[src/rtl/spi_reg_config.sv]
// SPI mode-0 write-only configuration port: receives 16-bit frames from an off-chip controller
// and loads the five PWM configuration registers.
module spi_reg_config #(
  parameter int unsigned SYNC_STAGES = 2,
  parameter logic [6:0]  MAX_ADDR    = 7'h04
) (
  input  logic       clk,
  input  logic       rst_n,
  input  logic       sclk,
  input  logic       copi,
  input  logic       ncs,
  output logic [7:0] en_reg_out_7_0,
  output logic [7:0] en_reg_out_15_8,
  output logic [7:0] en_reg_pwm_7_0,
  output logic [7:0] en_reg_pwm_15_8,
  output logic [7:0] pwm_duty_cycle,
  output logic       wr_strobe,
  output logic [6:0] wr_addr
);

  typedef enum logic [1:0] {StIdle, StShift, StCommit} state_e;

  logic [SYNC_STAGES-1:0] sclk_sync;
  logic [SYNC_STAGES-1:0] copi_sync;
  logic [SYNC_STAGES-1:0] ncs_sync;
  logic                   sclk_prev;
  logic                   ncs_prev;

  logic sclk_s, copi_s, ncs_s;
  logic sclk_rise, ncs_fall, ncs_rise;

  state_e      state;
  logic [4:0]  bit_cnt;
  logic [15:0] shift_reg;
  logic        frame_valid;

  // Synchronizers reset to the idle bus level so reset release never looks like an edge.
  always_ff @(posedge clk or negedge rst_n) begin
    if (!rst_n) begin
      sclk_sync <= '0;
      copi_sync <= '0;
      ncs_sync  <= '1;
      sclk_prev <= 1'b0;
      ncs_prev  <= 1'b1;
    end else begin
      sclk_sync <= {sclk_sync[SYNC_STAGES-2:0], sclk};
      copi_sync <= {copi_sync[SYNC_STAGES-2:0], copi};
      ncs_sync  <= {ncs_sync[SYNC_STAGES-2:0], ncs};
      sclk_prev <= sclk_s;
      ncs_prev  <= ncs_s;
    end
  end

  assign sclk_s    = sclk_sync[SYNC_STAGES-1];
  assign copi_s    = copi_sync[SYNC_STAGES-1];
  assign ncs_s     = ncs_sync[SYNC_STAGES-1];
  assign sclk_rise = sclk_s & ~sclk_prev;
  assign ncs_fall  = ~ncs_s & ncs_prev;
  assign ncs_rise  = ncs_s & ~ncs_prev;

  assign frame_valid = (bit_cnt == 5'd16) && shift_reg[15] && (shift_reg[14:8] <= MAX_ADDR);

  always_ff @(posedge clk or negedge rst_n) begin
    if (!rst_n) begin
      state           <= StIdle;
      bit_cnt         <= '0;
      shift_reg       <= '0;
      wr_strobe       <= 1'b0;
      wr_addr         <= '0;
      en_reg_out_7_0  <= '0;
      en_reg_out_15_8 <= '0;
      en_reg_pwm_7_0  <= '0;
      en_reg_pwm_15_8 <= '0;
      pwm_duty_cycle  <= '0;
    end else begin
      wr_strobe <= 1'b0;
      unique case (state)
        StIdle: begin
          if (ncs_fall) begin
            bit_cnt   <= '0;
            shift_reg <= '0;
            state     <= StShift;
          end
        end
        StShift: begin
          if (ncs_rise) begin
            state <= StCommit;
          end else if (sclk_rise && !ncs_s && (bit_cnt != 5'd16)) begin
            // Saturating at 16 keeps the captured frame intact when extra clocks arrive.
            shift_reg <= {shift_reg[14:0], copi_s};
            bit_cnt   <= bit_cnt + 5'd1;
          end
        end
        StCommit: begin
          if (frame_valid) begin
            wr_strobe <= 1'b1;
            wr_addr   <= shift_reg[14:8];
            case (shift_reg[14:8])
              7'h00:   en_reg_out_7_0  <= shift_reg[7:0];
              7'h01:   en_reg_out_15_8 <= shift_reg[7:0];
              7'h02:   en_reg_pwm_7_0  <= shift_reg[7:0];
              7'h03:   en_reg_pwm_15_8 <= shift_reg[7:0];
              7'h04:   pwm_duty_cycle  <= shift_reg[7:0];
              default: ;
            endcase
          end
          state <= StIdle;
        end
        default: state <= StIdle;
      endcase
    end
  end

endmodule

[config.mk]
export PLATFORM = sky130hd
export DESIGN_NAME = spi_reg_config
export DESIGN_NICKNAME = d
export VERILOG_FILES = /design/src/rtl/spi_reg_config.sv
export SDC_FILE = /design/constraint.sdc
export NUM_CORES = 1
export LEC_CHECK = 0
export ABC_AREA = 1
export BUFFER_PORTS_ARGS = -buffer_cell sky130_fd_sc_hd__buf_2
export CAP_MARGIN = 20
export CORE_MARGIN = 2
export CORE_UTILIZATION = 30
export DETAILED_ROUTE_END_ITERATION = 8
export PLACE_DENSITY_LB_ADDON = 0.25
export SLEW_MARGIN = 10
export SYNTH_ARGS = -nofsm -noshare
export SYNTH_HDL_FRONTEND = slang
export SYNTH_SLANG_ARGS = --single-unit
[constraint.sdc]
create_clock -name clk -period 1.95 [get_ports clk]
set_clock_uncertainty 0.1 [all_clocks]
set_input_delay 0.2925 -clock clk [delete_from_list [all_inputs] [get_ports clk]]
set_output_delay 0.2925 -clock clk [all_outputs]
set_load 0.05 [all_outputs]
==> impl_results.md, run 1 <==
- Result of the run: finished, violations left
- Violations in the final reports: design-rule violations
- Fraction of layout cells with a size suffix above 1: 0.237
- Leakage power total: about 2.4 nW
- Sequential element share of the synthesized area: 0.555
- Post-layout total power: ~3.7 mW
- Number of max-cap violations: 0
- Detail-routed net length per standard cell: about 13 um
- Combinational family with the most area after synthesis: simple AND/OR/NAND/NOR gates
- Drt via density: around 4.6
- Setup repair after global routing missed its margin: no
- Final critical-path required period: between 1.5 and 2 ns
- Worst Path Max Fanout: 25
- Number of fillers in the final layout: around 1.2k
- Power density of the placed cells: approximately 840 nW/um2
- Core Box Area: around 12000 um2
- Global-route congestion overflow total: 0
- Cell with the largest stage delay on the worst path: sky130_fd_sc_hd__dfrtp_1
- Multiplexer share of the synthesized area: 0
- Via count: roughly 2.7k
- Starting utilization of the core area: 0.310
- Maximum number of pins on one net before global-route repair: 50
- Via count of the first global-routing pass: 2686
- Upper clock frequency limit: around 570 MHz
- Area share of and/or/nand/nor cells after synthesis: 0.336
- Antenna fix cells: 0
- Routed Antenna Nets: 0
- Post-cts gate resize count: 0
- Post-synthesis share of cell area spent on full adders, half adders and majority gates: 0.00701
- Critical Path Start Type: flop
- Number of storage elements in the synthesis netlist: between 70 and 80
- Synthesized net count: between 300 and 400
- Buffers added on ports: 52
- Clk_lat worst skew: between 0.3 and 0.4 ns
- DIE AREA: roughly 13000 um2
- Final standard cell utilization of the core: 0.378
- Hold Vio Cnt, Final: 0
- Drt first-iter violations: roughly 270
- Crit path buf inv count: 1
- Required time of the critical path: 2.12 ns
- Antenna violations before repair: 0
- Family of cells with the greatest summed delay on the critical path: simple AND/OR/NAND/NOR gates
- Tightest slew margin relative to the limit: 0.286
- Number of endpoints failing setup at the final stage: 0
- DPL Wire Length: roughly 5600 um
- Netlist area before placement: ~3600 um2
- Synthesis-to-layout area growth: 21.8%
- Total setup buffers inserted after CTS: 0
- # nets final: between 400 and 500
- Element type at the critical path end: flop
- Horizontal die dimension: around 110 um
- DRC violations left: 7
- Syn avg cell area: 9.28 um2
- Worst Path Arrival: between 1.5 and 2 ns
- Final wirelength: about 8000 um
- First-pass GRT wire length: approximately 14000 um
- Count of yosys warnings during synthesis: 0
- Number of distinct library cell variants in the gate-level netlist after synthesis: 30
- Fraction of the mapped netlist area in compound gates: 0.0196
- Ports placed on the boundary: 53
- Flip-flop count of the largest register after layout: 16
- Floorplan die height: between 100 and 150 um
- Worst-case vdd ir drop: approximately 0.33 mV
- Cell-by-cell listing of the critical path: inv_1 -> ha_1 -> nand2_2 -> nor2_4 -> nand3_4 -> nor2_8 -> nand4_1 -> nand2_1
- Final max-slew violation count: 0
- Number of clock sinks: between 70 and 80
- Fraction of the cycle the final worst path needs: 0.905
- Number of iterations in the first detailed-routing pass: 6
- Number of buffers inserted during clock tree synthesis: 9
- Global-route usage over all layers: 0.134
- Root Driver: sky130_fd_sc_hd__clkbuf_16
- Placer's final routability congestion estimate: between 0.7 and 0.8
- Highest cell delay on the worst timing path: between 0.4 and 0.5 ns
- Area share of xor/xnor cells in the synthesized design: 0.00736
- Post-synthesis instance total: slightly below 400
- # H-tree levels: 3
- Crit Path Class: reg -> reg
- Cell area after layout: ~4300 um2
- Clock Pin Slew Worst Setup and Hold Paths: 0.06 ns
- Worst hold path type: reg -> reg
- TNS Setup: 0 ns
- Post-placement cell area: roughly 4000 um2
- Buffers from clock root to sink, at most: 2
- TritonCTS clock tree: yes
- Std cell rows: 39
- Transition time of the tightest slew-check pin: roughly 1.1 ns
==> final timing paths <==
path | start | endpoint | cells after the start | slack (ns)
worst max-delay path | bit_cnt[0] | en_reg_out_15_8[6] | 8 | 0.18
worst min-delay path | sclk_sync[0] | sclk_sync[1] | 0 | 0.25
worst max register to register | bit_cnt[0] | en_reg_out_15_8[6] | 8 | 0.18
worst min register to register | sclk_sync[0] | sclk_sync[1] | 0 | 0.25
max in group asynchronous | rst_n | en_reg_out_15_8[0] | 3 | 0.95
min in group asynchronous | rst_n | wr_addr[1] | 2 | 0.27
==> cell usage in the layout, fill, tap and decap left out, types with 4 or more instances in the layout <==
| cell type | n |
|---|---|
| sky130_fd_sc_hd__nand3_1 | 19 |
| sky130_fd_sc_hd__nand4_1 | 41 |
| sky130_fd_sc_hd__nand2_2 | 7 |
| sky130_fd_sc_hd__dlygate4sd3_1 | 4 |
| sky130_fd_sc_hd__buf_2 | 51 |
| sky130_fd_sc_hd__o21ai_0 | 7 |
| sky130_fd_sc_hd__buf_4 | 7 |
| sky130_fd_sc_hd__nor2_4 | 5 |
| sky130_fd_sc_hd__inv_1 | 41 |
| sky130_fd_sc_hd__dfrtp_1 | 76 |
| sky130_fd_sc_hd__clkbuf_16 | 9 |
| sky130_fd_sc_hd__nand2_1 | 132 |
| sky130_fd_sc_hd__nor2_8 | 4 |
| sky130_fd_sc_hd__nor2_1 | 13 |
==> layer usage <==
layer | share of wire | GRT usage | routed length [um]
met2 | 0.44 | 0.202 | 3490
met5 | 0 | 0 | 0
met1 | 0.49 | 0.187 | 3940
met4 | 0.011 | 0.0472 | 88
met3 | 0.059 | 0.0327 | 469
==> timing repair <==
item | in CTS | in global routing
hold buffers | 4 | 0
setup endpoints to repair | 0 | 1
endpoints found under the hold margin | 18 | 0
==> through the flow <==
stage	cells	hold WS, ns	setup WS, ns
global placement	575	0.0776	0.193
detailed placement	575	0.0753	0.154
floorplan	385	-0.103	0.332
global route	594	0.263	0.0186
finish	594	0.251	0.185
CTS	594	0.257	0.146
==> synthesized netlist by cell type <==
cell / instances / area share
sky130_fd_sc_hd__buf_2: 3 / 0.0042
sky130_fd_sc_hd__buf_4: 1 / 0.0021
sky130_fd_sc_hd__buf_6: 6 / 0.019
sky130_fd_sc_hd__clkbuf_1: 3 / 0.0032
sky130_fd_sc_hd__clkinv_1: 1 / 0.0011
sky130_fd_sc_hd__dfrtp_1: 76 / 0.53
sky130_fd_sc_hd__dfstp_2: 3 / 0.022
sky130_fd_sc_hd__ha_1: 2 / 0.0070
sky130_fd_sc_hd__inv_1: 41 / 0.043
sky130_fd_sc_hd__inv_2: 3 / 0.0032
sky130_fd_sc_hd__nand2_1: 132 / 0.14
sky130_fd_sc_hd__nand2_2: 7 / 0.012
sky130_fd_sc_hd__nand2_4: 1 / 0.0032
sky130_fd_sc_hd__nand3_1: 19 / 0.027
sky130_fd_sc_hd__nand3_2: 1 / 0.0028
sky130_fd_sc_hd__nand3_4: 1 / 0.0049
sky130_fd_sc_hd__nand4_1: 41 / 0.072
sky130_fd_sc_hd__nand4_2: 3 / 0.011
sky130_fd_sc_hd__nand4_4: 1 / 0.0060
sky130_fd_sc_hd__nor2_1: 13 / 0.014
sky130_fd_sc_hd__nor2_2: 2 / 0.0035
sky130_fd_sc_hd__nor2_4: 5 / 0.016
sky130_fd_sc_hd__nor2_8: 4 / 0.022
sky130_fd_sc_hd__nor3b_2: 1 / 0.0035
sky130_fd_sc_hd__o21a_1: 1 / 0.0021
sky130_fd_sc_hd__o21ai_0: 7 / 0.0098
sky130_fd_sc_hd__o21ai_1: 3 / 0.0042
sky130_fd_sc_hd__o22ai_2: 1 / 0.0035
sky130_fd_sc_hd__xnor2_1: 1 / 0.0025
sky130_fd_sc_hd__xor2_1: 2 / 0.0049
==> logic make-up after synthesis <==
logic type	Yosys count
AND/OR/NAND/NOR	231
flip-flops	79
buffers and inverters	58
AO/OA/AOI/OAI	12
XOR/XNOR	3
adder cells (fa/ha/maj)	2
==> where the power goes <==
| part | internal (mW) | leakage (nW) | switching (mW) |
|---|---|---|---|
| combinational | 0.0607 | 1.19 | 0.127 |
| clock | 1.14 | 0.155 | 0.643 |
| sequential | 1.67 | 1.08 | 0.0259 |
| total | 2.87 | 2.42 | 0.796 |
==> final cells by class <==
type / count / area (um2) / share of cell area
repair buffers: 64 / 388 / 0.0892
clock inverters: 4 / 70.1 / 0.0161
multi-input cells: 248 / 1320 / 0.304
well taps: 143 / 179 / 0.0411
clock buffers: 11 / 243 / 0.0558
flip-flops and latches: 79 / 1980 / 0.455
inverters: 45 / 169 / 0.0388
Note: power is estimated with default switching activity, not from simulation.
==> run 2: changes to the inputs <==
--- a/config.mk
+++ b/config.mk
@@ -6,12 +6,12 @@
 export NUM_CORES = 1
 export LEC_CHECK = 0
 export ABC_AREA = 1
-export BUFFER_PORTS_ARGS = -buffer_cell sky130_fd_sc_hd__buf_2
 export CAP_MARGIN = 20
 export CORE_MARGIN = 2
 export CORE_UTILIZATION = 30
 export DETAILED_ROUTE_END_ITERATION = 8
-export PLACE_DENSITY_LB_ADDON = 0.25
+export DONT_BUFFER_PORTS = 1
+export PLACE_DENSITY = 0.51
 export SLEW_MARGIN = 10
 export SYNTH_ARGS = -nofsm -noshare
 export SYNTH_HDL_FRONTEND = slang
==> run 2 against run 1 <==
The run ends with design-rule violations, negative hold slack left; setup slack improved by 0.00084 ns; fmax about the same; routed wire length decreased by 1.2%; first-iteration DRC count decreased by 31%; sequential share of layout area increased by 3.2 points; critical endpoint is now wr_addr[1].
==> impl_results.md, run 2 (synthesis gave the netlist of run 1 again) <==
- Result of the run: finished, violations left
- Violations in the final reports: design-rule violations, negative hold slack
- Starting utilization of the core area: 0.310
- Maximum number of pins on one net before global-route repair: 80
- Worst hold path type: in -> async
- Crit Path Class: reg -> reg
- Antenna violations before repair: 0
- Root Driver: sky130_fd_sc_hd__clkbuf_16
- Tightest slew margin relative to the limit: 0.297
- Routed Antenna Nets: 0
- Number of clock sinks: 79
- Transition time of the tightest slew-check pin: roughly 1.0 ns
- Synthesis-to-layout area growth: 13.8%
- WHS: -0.460 ns
- TNS Setup: 0 ns
- Buffers from clock root to sink, at most: 2
- Depth of the most critical reg-to-reg path: 9
- Number of fillers in the final layout: between 1k and 1.5k
- DIE AREA: approximately 13000 um2
- Horizontal die dimension: between 100 and 150 um
- Number of iterations in the first detailed-routing pass: 6
- Floorplan die height: between 100 and 150 um
- Beginning of the critical path: bit_cnt[0]
- Via count of the first global-routing pass: roughly 2.5k
- # H-tree levels: 3
- Cell seen most often among critical-path stages: sky130_fd_sc_hd__nand2_2
- Antenna fix cells: 0
- Required time of the critical path: between 2 and 2.5 ns
- Final max-slew violation count: 0
- Leakage power total: between 2 and 2.5 nW
- Upper clock frequency limit: between 500 and 600 MHz
- Setup repair after global routing missed its margin: no
- Final wirelength: 7900 um
- Global-route usage over all layers: 0.130
- Element type at the critical path end: flop
- Power density of the placed cells: 898 nW/um2
- Fraction of the cycle the final worst path needs: 0.905
- DRC violations left: 9
- # nets final: 400
- Cell with the largest stage delay on the worst path: sky130_fd_sc_hd__dfrtp_1
- Leading cell type in the layout, fill and taps excluded: sky130_fd_sc_hd__nand2_1
- Hold Vio Cnt, Final: approximately 80
- Cell-by-cell listing of the critical path: inv_1 -> ha_1 -> nand2_2 -> nor2_4 -> nand2_2 -> nor2_8 -> buf_4 -> nand2_1 -> o21a_1
- Final critical-path required period: roughly 1.8 ns
- Worst Path Arrival: between 1.5 and 2 ns
- Critical Path Start Type: flop
- Buffers added on ports: 0
- Std cell rows: 39
- # hold bufs at CTS: 3
- Flip-flop count of the largest register after layout: 16
- Register area: 1980 um2
- Worst-case vdd ir drop: between 0.3 and 0.4 mV
- Post-cts gate resize count: 0
- Global-route congestion overflow total: 0
- Ports placed on the boundary: 53
- Startpoint of the worst register-to-register path: bit_cnt[0]
- Via count: 2551
- First-pass GRT wire length: 13100 um
- Endpoint of the worst register-to-register path: wr_addr[1]
- Footprint of the multi-input gates: ~1300 um2
- Number of endpoints failing setup at the final stage: 0
- Worst reg2reg setup slack: approximately 0.19 ns
- Commonest cells after routing, fill and taps aside: sky130_fd_sc_hd__nand2_1, sky130_fd_sc_hd__dfrtp_1, sky130_fd_sc_hd__inv_1, sky130_fd_sc_hd__nand4_1, sky130_fd_sc_hd__nand3_1
- Number of buffers inserted during clock tree synthesis: 9
- Number of max-cap violations: 0
- Drt via density: approximately 4.7
- DPL Wire Length: ~5300 um
- Fraction of layout cells with a size suffix above 1: 0.138
- Clk_lat worst skew: between 0.3 and 0.4 ns
- Detail-routed net length per standard cell: 14.6 um
- Final standard cell utilization of the core: 0.353
- Highest cell delay on the worst timing path: 0.42 ns
- Core Box Area: 11500 um2
- Placer's final routability congestion estimate: around 0.74
- Clock Pin Slew Worst Setup and Hold Paths: ~0.07 ns
- TritonCTS clock tree: yes
- Drt first-iter violations: ~180
- Worst Path Max Fanout: 11
[run 2: critical path: cells and delay by family, from the launching register on]
kind / cells / cell delay, ns
flip-flops: 1 / 0.42
AND/OR/NAND/NOR: 5 / 0.64
adder cells (fa/ha/maj): 1 / 0.19
buffers and inverters: 2 / 0.21
AO/OA/AOI/OAI: 1 / 0.10
[run 2: worst max-delay path by stage]
| stage | to | slack, ns | cells after the start |
|---|---|---|---|
| final | wr_addr[1] | 0.19 | 9 |
| after global routing | en_reg_pwm_7_0[3] | 0.01 | 10 |
| after global placement | shift_reg[10] | 0.17 | 3 |
| after floorplan | en_reg_pwm_7_0[0] | 0.33 | 10 |
| after CTS | en_reg_out_7_0[2] | 0.14 | 8 |
| after detailed placement | en_reg_out_7_0[2] | 0.16 | 8 |
[run 2: power breakdown]
part | total, mW | internal (mW) | switching (mW)
Clock | 1.82 | 1.13 | 0.688
Combinational | 0.139 | 0.0497 | 0.0895
Sequential | 1.69 | 1.67 | 0.0263
[run 2: cell type report]
cell class | instances | area share
clock inverter | 6 | 0.0228
clock buffer | 10 | 0.0563
timing repair buffer | 10 | 0.0234
multi-input combinational | 248 | 0.325
inverter | 45 | 0.0416
tap | 143 | 0.0440
sequential | 79 | 0.487
[run 2: per-layer routing]
layer | GRT usage | vias to the layer above | part of all wire
li1 | - | 1259 | -
met1 | 0.177 | 1205 | 0.48
met2 | 0.193 | 74 | 0.45
met3 | 0.0445 | 13 | 0.060
met4 | 0.0455 | 0 | 0.017
met5 | 0 | - | 0
[run 2: repair_timing]
item                                   in CTS  in global routing
endpoints found under the hold margin      82                 79
setup endpoints to repair                   0                  3
buffers inserted                            0                  2
[run 2: per-stage QoR]
stage	hold WS (ns)	worst slack, ns	area, um2	cells	power (mW)
2_1_floorplan	-0.103	0.332	3570	385	1.82
3_3_place_gp	-0.101	0.172	3700	520	1.86
3_5_place_dp	-0.101	0.155	3700	520	1.86
4_1_cts	-0.470	0.144	4050	539	3.71
5_1_grt	-0.476	0.0122	4070	541	3.80
6_report	-0.460	0.185	4070	541	3.65
==> run 3: changes to the inputs <==
--- a/config.mk
+++ b/config.mk
@@ -5,13 +5,12 @@
 export SDC_FILE = /design/constraint.sdc
 export NUM_CORES = 1
 export LEC_CHECK = 0
-export ABC_AREA = 1
 export CAP_MARGIN = 20
 export CORE_MARGIN = 2
-export CORE_UTILIZATION = 30
+export CORE_UTILIZATION = 40
 export DETAILED_ROUTE_END_ITERATION = 8
 export DONT_BUFFER_PORTS = 1
-export PLACE_DENSITY = 0.51
+export PLACE_DENSITY = 0.63
 export SLEW_MARGIN = 10
 export SYNTH_ARGS = -nofsm -noshare
 export SYNTH_HDL_FRONTEND = slang
==> constraint.sdc (replaced) <==
create_clock -name clk -period 1.5 [get_ports clk]
set_clock_uncertainty 0.1 [all_clocks]
set_input_delay 0.225 -clock clk [delete_from_list [all_inputs] [get_ports clk]]
set_output_delay 0.225 -clock clk [all_outputs]
set_load 0.05 [all_outputs]
==> run 3 against run 2 <==
The flow finishes with violations (negative hold slack, negative setup slack); register-to-register slack lost 0.62 ns; global-route usage grew 3.5 points; fmax shrank 8.6%; critical path depth shrank 1; setup slack lost 0.62 ns; non-clock buffer count grew 76; utilization grew 22 points; largest cell class unchanged; final cell count shrank 28%; clock-buffer cell count is the same.
==> impl_results.md, run 3 <==
- Post-synth EDFFs: 0
- Comb pwr share: 0.081
- Buffers from clock root to sink, at most: 2
- Required time of the critical path: between 1.5 and 2 ns
- Transition time of the tightest slew-check pin: 0.480 ns
- Synthesized net count: approximately 200
- Post-placement cell area: 3680 um2
- TNS Setup: -26.00 ns
- Final max-slew violation count: 0
- Number of max-cap violations: 0
- Placer's final routability congestion estimate: around 0.75
- Total net switching power: ~970 uW
- Number of iterations in the first detailed-routing pass: 4
- Global-route congestion overflow total: 0
- Maximum number of pins on one net before global-route repair: 80
- Crit Path Class: reg -> reg
- Async S/R FF share, synth: 1.00
- Fraction of the cycle the final worst path needs: 1.29
- Std cell rows: 31
- Setup repair after global routing missed its margin: yes
- Flip-flop count of the largest register after layout: 16
- Detail-routed net length per standard cell: roughly 16 um
- Final critical-path required period: roughly 1.9 ns
- Root Driver: sky130_fd_sc_hd__clkbuf_8
- Routed Antenna Nets: 0
- Depth of the most critical reg-to-reg path: 8
- Number of clock sinks: 79
- Floorplan die height: around 90 um
- Fraction of layout cells with a size suffix above 1: 0.579
- Post-synthesis instance total: 194
- Worst hold path type: in -> async
- WHS: -0.540 ns
- Element type at the critical path end: flop
- Core Box Area: 7290 um2
- Met1 track demand over resource: 0.206
- # nets final: a little under 300
- DRC violations left: 0
- Number of endpoints failing setup at the final stage: 69
- Tightest slew margin relative to the limit: 0.680
- Critical Path Start Type: flop
- Worst reg2reg setup slack: -0.43 ns
- Number of buffers inserted during clock tree synthesis: 9
- Global-route usage over all layers: 0.164
- Setup slack at placement: -0.465 ns
- Via count of the first global-routing pass: 2059
- Horizontal die dimension: a little over 90 um
- Drt first-iter violations: 56
- Buffers added on ports: 0
- # H-tree levels: 3
- Top cells by count, synth: sky130_fd_sc_hd__dfrtp_1, sky130_fd_sc_hd__mux2_2, sky130_fd_sc_hd__a22o_1, sky130_fd_sc_hd__and2_1, sky130_fd_sc_hd__nor2_1
- Final wirelength: about 6200 um
- Hold Vio Cnt, Final: between 70 and 80
- DIE AREA: roughly 8300 um2
- Leading cell type in the layout, fill and taps excluded: sky130_fd_sc_hd__dfrtp_1
- Most common cell in the synthesized netlist: sky130_fd_sc_hd__dfrtp_1
- Antenna violations before repair: 0
- Fraction of power spent switching nets: 0.224
- Worst-case vdd ir drop: 0.552 mV
- First-pass GRT wire length: 10400 um
- Met2 track demand over resource: 0.264
- Leakage power total: between 2 and 2.5 nW
- Top cell type by total area after synthesis: sky130_fd_sc_hd__dfrtp_1
- Via count: 1951
- Clock power frac: 0.402
- Netlist area before placement: about 3000 um2
- Power density of the placed cells: around 1000 nW/um2
- Worst Path Max Fanout: 8
- Clk_lat worst skew: about 0.35 ns
- Starting utilization of the core area: 0.414
- Number of distinct library cell variants in the gate-level netlist after synthesis: 35
- Ports placed on the boundary: 53
- DPL Wire Length: 4070 um
- Global routing usage on met3: 0.0476
- Commonest cells after routing, fill and taps aside: sky130_fd_sc_hd__dfrtp_1, sky130_fd_sc_hd__buf_4, sky130_fd_sc_hd__mux2_2, sky130_fd_sc_hd__a22o_1, sky130_fd_sc_hd__buf_6
- Sequential share of power: 0.517
- Clock Pin Slew Worst Setup and Hold Paths: roughly 0.080 ns
- Endpoint of the worst register-to-register path: bit_cnt[0]
- Internal power summed over all cells: ~3.3 mW
- Cell area after layout: between 4000 and 5000 um2
- Primary flip-flop cell chosen by synthesis mapping: sky130_fd_sc_hd__dfrtp_1
- Ranking of synthesized cells by area: sky130_fd_sc_hd__dfrtp_1, sky130_fd_sc_hd__mux2_2, sky130_fd_sc_hd__a22o_1
- Final standard cell utilization of the core: 0.572
- Sequential element share of the synthesized area: 0.655
- Global-route layer with the greatest usage: met2
- Number of storage elements in the synthesis netlist: 79
- Startpoint of the worst register-to-register path: bit_cnt[0]
- Count of yosys warnings during synthesis: 0
- Post-layout total power: 4.31 mW
- Synth top area share: 0.629
- Syn avg cell area: approximately 16 um2
- Worst Path Arrival: around 2.1 ns
- Violations in the final reports: negative hold slack, negative setup slack
- Worst Setup Slack, final: -0.430 ns
- Upper clock frequency limit: just over 500 MHz
- Antenna fix cells: 0
- Result of the run: finished, violations left
- Drt via density: around 5
- TritonCTS clock tree: yes
- Synthesis-to-layout area growth: 38.1%
- # hold bufs at CTS: 3
==> run 3: cell count changes after synthesis, moves of 4 or more <==
cell	delta
sky130_fd_sc_hd__inv_1	-38
sky130_fd_sc_hd__nand4_1	-41
sky130_fd_sc_hd__o21ai_0	-5
sky130_fd_sc_hd__nor2_8	-4
sky130_fd_sc_hd__and2_1	+4
sky130_fd_sc_hd__nor2_4	-5
sky130_fd_sc_hd__nand3_1	-16
sky130_fd_sc_hd__nand2_1	-129
sky130_fd_sc_hd__buf_6	-6
sky130_fd_sc_hd__nand2_2	-7
sky130_fd_sc_hd__nor2_1	-9
sky130_fd_sc_hd__mux2_2	+43
sky130_fd_sc_hd__a22o_1	+17
==> run 3: critical path, stage by stage (launching register included) <==
cell	delay [ns]
sky130_fd_sc_hd__dfrtp_1	0.38
sky130_fd_sc_hd__inv_2	0.06
sky130_fd_sc_hd__ha_4	0.16
sky130_fd_sc_hd__nand4bb_4	0.11
sky130_fd_sc_hd__buf_4	0.13
sky130_fd_sc_hd__a31oi_2	0.08
sky130_fd_sc_hd__or3_4	0.39
sky130_fd_sc_hd__buf_6	0.16
sky130_fd_sc_hd__mux2_2	0.25
==> run 3: how the worst max path moves through the flow <==
stage / from / slack [ns] / cells past startpoint / endpoint
after floorplan: bit_cnt[0] / -0.34 / 6 / en_reg_pwm_15_8[1]
after global placement: bit_cnt[0] / -0.43 / 6 / en_reg_pwm_15_8[1]
after detailed placement: bit_cnt[0] / -0.47 / 6 / en_reg_pwm_15_8[1]
after CTS: bit_cnt[1] / -0.42 / 7 / en_reg_pwm_15_8[1]
after global routing: bit_cnt[0] / -0.52 / 7 / wr_addr[0]
final: bit_cnt[0] / -0.43 / 8 / bit_cnt[0]
==> run 3: area by class of cell <==
class / instances / area (um2)
fill: 608 / 3120
multi-input combinational: 106 / 1110
tap: 99 / 124
clock inverter: 6 / 92.6
timing repair buffer: 86 / 731
clock buffer: 10 / 128
inverter: 3 / 11.3
sequential: 79 / 1980
==> run 3: metrics by stage <==
| stage | instances | hold WS, ns |
|---|---|---|
| global route | 389 | -0.577 |
| CTS | 384 | -0.569 |
| detailed placement | 359 | -0.169 |
| floorplan | 194 | -0.171 |
| global placement | 359 | -0.169 |
| finish | 389 | -0.540 |
==> run 3: what timing repair did <==
item,CTS,global route
setup endpoints to repair,69,69
gates cloned,0,1
pin swaps,8,4
buffers inserted,6,4
endpoints found under the hold margin,82,79
gates resized for setup,30,4
==> run 3: power groups by stage <==
stage	combinational, mW	clock, mW	sequential, mW
6_report	0.349	1.73	2.23
5_1_grt	0.378	1.89	2.23
4_1_cts	0.305	1.80	2.23
3_5_place_dp	0.251	0	2.27
3_3_place_gp	0.245	0	2.27
2_1_floorplan	0.146	0	2.27
==> run 3: cell families after synthesis <==
| family | count (synthesis) | synth area share |
|---|---|---|
| fa+ha+maj | 2 | 0.00828 |
| flops | 79 | 0.655 |
| simple gates | 34 | 0.0890 |
| buf+inv | 9 | 0.0133 |
| mux | 43 | 0.160 |
| compound gates | 27 | 0.0737 |
==> run 3: per-layer routing <==
layer / wire length [um] / up-vias
li1: - / 895
met1: 2800 / 1009
met2: 3130 / 41
met3: 216 / 6
met4: 75 / 0
met5: 0 / -
